### src/rtl/neureka_tcdm_arbiter_pkg.sv
// neureka_package: shared constants and types for the NEUREKA TCDM arbiter slice.
package neureka_package;
   localparam int NEUREKA_MEM_BANDWIDTH_EXT    = 288;
   localparam int NEUREKA_TCDM_ARB_OUTSTANDING = 4;
   typedef enum logic {IDLE, LOCK} arb_state_t;
   typedef logic [0:0] arb_owner_t;
endpackage

### src/rtl/neureka_arb_owner_fifo.sv
// neureka_arb_owner_fifo: in-order owner FIFO; full is registered, so a pop
// never frees room for a push within the same cycle.
module neureka_arb_owner_fifo
   import neureka_package::*;
#(
   parameter int DEPTH = NEUREKA_TCDM_ARB_OUTSTANDING
) (
   input  logic       clk_i,
   input  logic       rst_ni,
   input  logic       push_i,
   input  logic       pop_i,
   input  arb_owner_t data_i,
   output arb_owner_t data_o,
   output logic       full_o,
   output logic       empty_o
);
   localparam int AW = (DEPTH > 1) ? $clog2(DEPTH) : 1;
   localparam int CW = $clog2(DEPTH + 1);
   arb_owner_t    mem_q [DEPTH];
   logic [AW-1:0] wptr_q, rptr_q;
   logic [CW-1:0] cnt_q, cnt_d;
   logic          do_push, do_pop;
   function automatic logic [AW-1:0] wrap_inc(input logic [AW-1:0] p);
      return (p == AW'(DEPTH - 1)) ? '0 : p + AW'(1);
   endfunction
   assign do_push = push_i & ~full_o;
   assign do_pop  = pop_i & ~empty_o;
   assign cnt_d   = cnt_q + CW'(do_push) - CW'(do_pop);
   assign data_o  = mem_q[rptr_q];
   always_ff @(posedge clk_i or negedge rst_ni) begin
      if (!rst_ni) begin
         wptr_q  <= '0;
         rptr_q  <= '0;
         cnt_q   <= '0;
         full_o  <= 1'b0;
         empty_o <= 1'b1;
      end else begin
         if (do_push) wptr_q <= wrap_inc(wptr_q);
         if (do_pop) rptr_q <= wrap_inc(rptr_q);
         cnt_q   <= cnt_d;
         full_o  <= (cnt_d == CW'(DEPTH));
         empty_o <= (cnt_d == '0);
      end
   end
   always_ff @(posedge clk_i) begin
      if (do_push) mem_q[wptr_q] <= data_i;
   end
endmodule

### src/rtl/neureka_tcdm_arbiter.sv
// neureka_tcdm_arbiter: shares the wide TCDM port between two streamers, splitting
// each transaction over MP 32-bit ports and reassembling the wide read response.
module neureka_tcdm_arbiter
   import neureka_package::*;
#(
   parameter int BW            = NEUREKA_MEM_BANDWIDTH_EXT,
   parameter int MP            = BW / 32,
   parameter int N_OUTSTANDING = NEUREKA_TCDM_ARB_OUTSTANDING
) (
   input  logic                 clk_i,
   input  logic                 rst_ni,
   input  logic [1:0]           req_i,
   output logic [1:0]           gnt_o,
   input  logic [1:0][31:0]     add_i,
   input  logic [1:0]           wen_i,
   input  logic [1:0][BW/8-1:0] be_i,
   input  logic [1:0][BW-1:0]   data_i,
   output logic [BW-1:0]        r_data_o,
   output logic [1:0]           r_valid_o,
   output logic [MP-1:0]        tcdm_req_o,
   input  logic [MP-1:0]        tcdm_gnt_i,
   output logic [MP-1:0][31:0]  tcdm_add_o,
   output logic [MP-1:0]        tcdm_wen_o,
   output logic [MP-1:0][3:0]   tcdm_be_o,
   output logic [MP-1:0][31:0]  tcdm_data_o,
   input  logic [MP-1:0][31:0]  tcdm_r_data_i,
   input  logic [MP-1:0]        tcdm_r_valid_i,
   output logic                 busy_o,
   output logic                 err_o
);
   arb_state_t          state_q, state_d;
   arb_owner_t          sel, sel_q, rr_last_q, head;
   logic [MP-1:0]       gmask_q, gmask_d, gdone, rmask_q, rdone;
   logic [MP-1:0][31:0] rbuf_q;
   logic                issue, done, full, empty, orphan, resp;
   // LOCK keeps the requester chosen when the first ports granted
   assign sel        = (state_q == LOCK) ? sel_q :
                       (req_i == 2'b11) ? ~rr_last_q : arb_owner_t'(~req_i[0]);
   assign issue      = req_i[sel] & ~full;
   assign tcdm_req_o = {MP{issue}} & ~gmask_q;
   assign gdone      = gmask_q | (tcdm_gnt_i & tcdm_req_o);
   assign done       = issue & (&gdone);
   assign gnt_o      = {2{done}} & {sel, ~sel};
   always_comb begin
      state_d = state_q;
      gmask_d = gmask_q;
      if (done) begin
         state_d = IDLE;
         gmask_d = '0;
      end else if (|gdone) begin
         state_d = LOCK;
         gmask_d = gdone;
      end
   end
   for (genvar k = 0; k < MP; k++) begin : g_port
      assign tcdm_add_o[k]        = tcdm_req_o[k] ? add_i[sel] + 32'(4 * k) : '0;
      assign tcdm_wen_o[k]        = tcdm_req_o[k] & wen_i[sel];
      assign tcdm_be_o[k]         = tcdm_req_o[k] ? be_i[sel][4*k +: 4] : '0;
      assign tcdm_data_o[k]       = tcdm_req_o[k] ? data_i[sel][32*k +: 32] : '0;
      assign r_data_o[32*k +: 32] = tcdm_r_valid_i[k] ? tcdm_r_data_i[k] : rbuf_q[k];
   end
   // a response with nothing outstanding and nothing collected has no owner
   assign orphan    = (|tcdm_r_valid_i) & empty & ~(|rmask_q);
   assign rdone     = rmask_q | tcdm_r_valid_i;
   assign resp      = (&rdone) & ~empty;
   assign r_valid_o = {2{resp}} & {head, ~head};
   assign busy_o    = (state_q == LOCK) | ~empty | (|rmask_q);
   always_ff @(posedge clk_i or negedge rst_ni) begin
      if (!rst_ni) begin
         state_q   <= IDLE;
         sel_q     <= '0;
         rr_last_q <= 1'b1;
         gmask_q   <= '0;
         rmask_q   <= '0;
         rbuf_q    <= '0;
         err_o     <= 1'b0;
      end else begin
         state_q <= state_d;
         gmask_q <= gmask_d;
         if (state_q == IDLE) sel_q <= sel;
         if (done) rr_last_q <= sel;
         if (orphan) err_o <= 1'b1;
         if (!orphan) begin
            rmask_q <= resp ? '0 : rdone;
            for (int k = 0; k < MP; k++)
               if (tcdm_r_valid_i[k]) rbuf_q[k] <= tcdm_r_data_i[k];
         end
      end
   end
   neureka_arb_owner_fifo #(.DEPTH(N_OUTSTANDING)) i_owner_fifo (
      .clk_i   (clk_i),
      .rst_ni  (rst_ni),
      .push_i  (done),
      .pop_i   (resp),
      .data_i  (sel),
      .data_o  (head),
      .full_o  (full),
      .empty_o (empty)
   );
endmodule

### config.mk
export PLATFORM = sky130hd
export DESIGN_NAME = neureka_tcdm_arbiter
export DESIGN_NICKNAME = d
export VERILOG_FILES = /design/src/rtl/neureka_tcdm_arbiter_pkg.sv /design/src/rtl/neureka_arb_owner_fifo.sv /design/src/rtl/neureka_tcdm_arbiter.sv
export SDC_FILE = /design/constraint.sdc
export NUM_CORES = 1
export LEC_CHECK = 0
export CAP_MARGIN = 20
export CELL_PAD_IN_SITES_DETAIL_PLACEMENT = 0
export CELL_PAD_IN_SITES_GLOBAL_PLACEMENT = 1
export CORE_AREA = 2 2 768 770
export CTS_CLUSTER_SIZE = 14
export DETAILED_ROUTE_END_ITERATION = 7
export DIE_AREA = 0 0 770 772
export GPL_TIMING_DRIVEN = 0
export PLACE_DENSITY_LB_ADDON = 0.2
export SYNTH_ARGS = -nofsm -noshare
export SYNTH_HDL_FRONTEND = slang
export SYNTH_HIERARCHICAL = 1
export SYNTH_SLANG_ARGS = --single-unit
### constraint.sdc
create_clock -name clk_i -period 6 [get_ports clk_i]
set_clock_uncertainty 0.1 [all_clocks]
set_input_delay 1.2 -clock clk_i [delete_from_list [all_inputs] [get_ports clk_i]]
set_output_delay 1.2 -clock clk_i [all_outputs]
set_load 0.02 [all_outputs]
==> reports/metrics.cfg <==
[detailed_routing]
wl_um = 476300
wire_per_inst_um = 36.02
final_antenna_net_count = 0
drt_iter0_markers = 2308
via_count = 36430
viasPerCell = 2.755
drc = 0
detail_route.first_pass.iterations = 6

[logic_synthesis]
synthFlopType = dfrtp_1
ys_seq_elements = 323
ys_types = 89
syn_nets = 4290
async_reset_ff_share_pct = 98.76
synth_cells = 3248
syn-cell-area_um2 = 26770
avgSynthCellArea_um2 = 8.242
synth_edf_count = 4
ys_seq_area_share_pct = 30.28
ys_warn_count = 6

[final_layout]
area_delta_synth_final_pct = 127.5
final_cell_mix = clkdlybuf4s50_1 (1641), nand2_1 (731), mux2_2 (586)
nFillCells = 68050
drive_above_1_share_pct = 23.78
layout_commonest_cell = clkdlybuf4s50_1
nNetsFinal = 6379
finalInstanceArea_um2 = 60900

[setup_path]
endpoint = tcdm_data_o[249]
startpoint_type = input pin
end_kind = output pin
path_common_cell = buf_4
critPathTopFamily = buffers and inverters
critPathBufInv = 10
crit_start = req_i[0]
r2r-end = i_owner_fifo/full_o
r2r-start = gmask_q[3]
arrival_ns = 4.76
r2r_slack_ns = 1.98
crit_chain = clkdlybuf4s15_2 -> nand2b_4 -> o21ai_4 -> buf_12 -> buf_8 -> inv_6 -> buf_6 -> buf_16 -> buf_4 -> buf_2 -> nand2_1 -> a21oi_1 -> buf_4 -> clkdlybuf4s50_1
crit_fanout = 10
worst_path_max_delay_cell = clkdlybuf4s50_1
r2r_cells = 14
slowest_delay_ns = 0.67
crit_type = in2out
cp_num_cells = 14
cp_data_required_time_ns = 4.70

[floorplan]
dieArea_um2 = 594400
io_pins = 1948
die_x_um = 770
std_cell_rows = 282
coreArea_um2 = 587100
die_h_um = 772
start_util_pct = 4.559

[timing]
slew_headroom_pct = 16.27
period_share_pct = 101.0
fin_crit_ns = 6.060
fmax_mhz = 165.0
rsz0062_at_grt = true
finalSetupTns_ns = -0.06634
setup_violations = 2
tightest_slew_ns = 1.253
hold-worst-slack_ns = 0.3836
drv_slew = 0
setup_ws_ns = -0.05975
final-hold-violation-count = 0

[clocking]
cts_buffer_depth = 3
hold_buffers = 0
cts_sinks = 323
cts_made_buffers = 43
cts_tree = yes
clk_pin_slew_ns = 0.06
cts-htree-levels = 2
cts-root-buf = clkbuf_16
clkLatencyLatePin_ns = 0.63

[worst_hold_path]
hold_class = reg2reg

[placed_design]
port_buffers = 1934
hpwlAfterDp_um = 431800
placed_area_um2 = 57590
post-place-ws_ns = -3.490
place.gp.congestion = 0.9263

[run_status]
status = finished, violations left
failed_checks = negative setup slack

[global_route]
grt_pass1_wl_um = 562500
grt.total_usage_pct = 15.30
first_global_vias = 37420
antenna_found_initial = 260
grt_overflow_total = 0
grt_max_degree = 93

[run]
maxCapViolCount = 0

[power_and_ir_drop]
ir_drop_v = 0.0002237
p_per_area_nw_per_um2 = 367.7
p_leak_nw = 21.68

## cells in the mapped netlist (all sizes together), types with 21 or more instances
cell type	count	share of area, %
mux2i	52	2.5
nor4	21	0.51
clkbuf	137	1.9
nand2	737	10
xor2	32	1.0
nor2	256	3.6
mux2	587	25
nand3	76	1.4
xnor2	93	3.0
dfrtp	317	30
a21oi	384	7.2
inv	33	0.48
nand4	37	0.91
nor3	104	2.1
buf	134	2.5
## per-stage QoR
stage | total power [mW] | std cells | utilization [%]
after global placement | 18.95 | 12990 | 9.521
after detailed placement | 19.47 | 13070 | 9.809
after global routing | 23.48 | 13200 | 10.36
after CTS | 23.16 | 13180 | 10.32
final | 22.39 | 13220 | 10.37
after floorplan | 8.484 | 3248 | -
## metal layers
metal	GRT usage (%)	vias up	part of all wire [%]
met3	5.781	563	9.3
met5	0.3540	-	0.16
met1	14.94	18220	33
li1	-	15490	-
met2	30.04	2089	54
met4	3.470	76	3.0
## report_power, final
group / internal (mW) / switching (mW)
sequential: 2.49 / 0.192
clock: 1.59 / 1.24
combinational: 5.21 / 11.7
## flip-flops by register name, summed over array words and instances, names as in the netlist
| name | cells |
|---|---|
| err_o | 1 |
| gmask_q | 9 |
| i_owner_fifo/cnt_q | 3 |
| i_owner_fifo/empty_o | 1 |
| i_owner_fifo/full_o | 1 |
| i_owner_fifo/mem_q | 4 |
| i_owner_fifo/rptr_q | 2 |
| i_owner_fifo/wptr_q | 2 |
| rbuf_q | 288 |
| rmask_q | 9 |
| rr_last_q | 1 |
| sel_q | 1 |
| state_q | 1 |
## worst min path at each step
| stage | from | endpoint | slack, ns | cells after the start |
|---|---|---|---|---|
| after floorplan | rbuf_q[33] | rbuf_q[33] | 0.38 | 1 |
| final | err_o | err_o | 0.38 | 1 |
| after global routing | err_o | err_o | 0.41 | 1 |
| after global placement | err_o | err_o | 0.37 | 1 |
| after detailed placement | err_o | err_o | 0.37 | 1 |
| after CTS | rst_ni | rbuf_q[274] | 0.35 | 1 |
## repair_timing
item,CTS,global route
pin swaps,33,15
buffers inserted,47,5
gates resized for setup,841,134
setup endpoints to repair,611,127
## final cells by class
class | instances | area [µm²] | share of cell area [%]
Clock inverter | 13 | 165.2 | 0.2712
Inverter | 34 | 157.7 | 0.2589
Timing Repair Buffer | 2050 | 21100 | 34.64
Multi-Input combinational cell | 2620 | 18750 | 30.79
Tap cell | 7810 | 9772 | 16.05
Clock buffer | 64 | 1266 | 2.079
Sequential cell | 323 | 8105 | 13.31
Antenna cell | 44 | 110.1 | 0.1808
Buffer | 265 | 1479 | 2.429
## logic make-up after synthesis
logic type,count (synthesis),share of synthesized area (%)
buffers and inverters,305,4.917
adders and majority gates,18,0.8694
and+or+nand+nor,1319,21.23
AOI/OAI and AO/OA,517,11.24
muxes,640,27.28
xor gates and xnor gates,126,4.183
DFF,323,30.28
No activity file was read; power rests on OpenSTA's default activity.
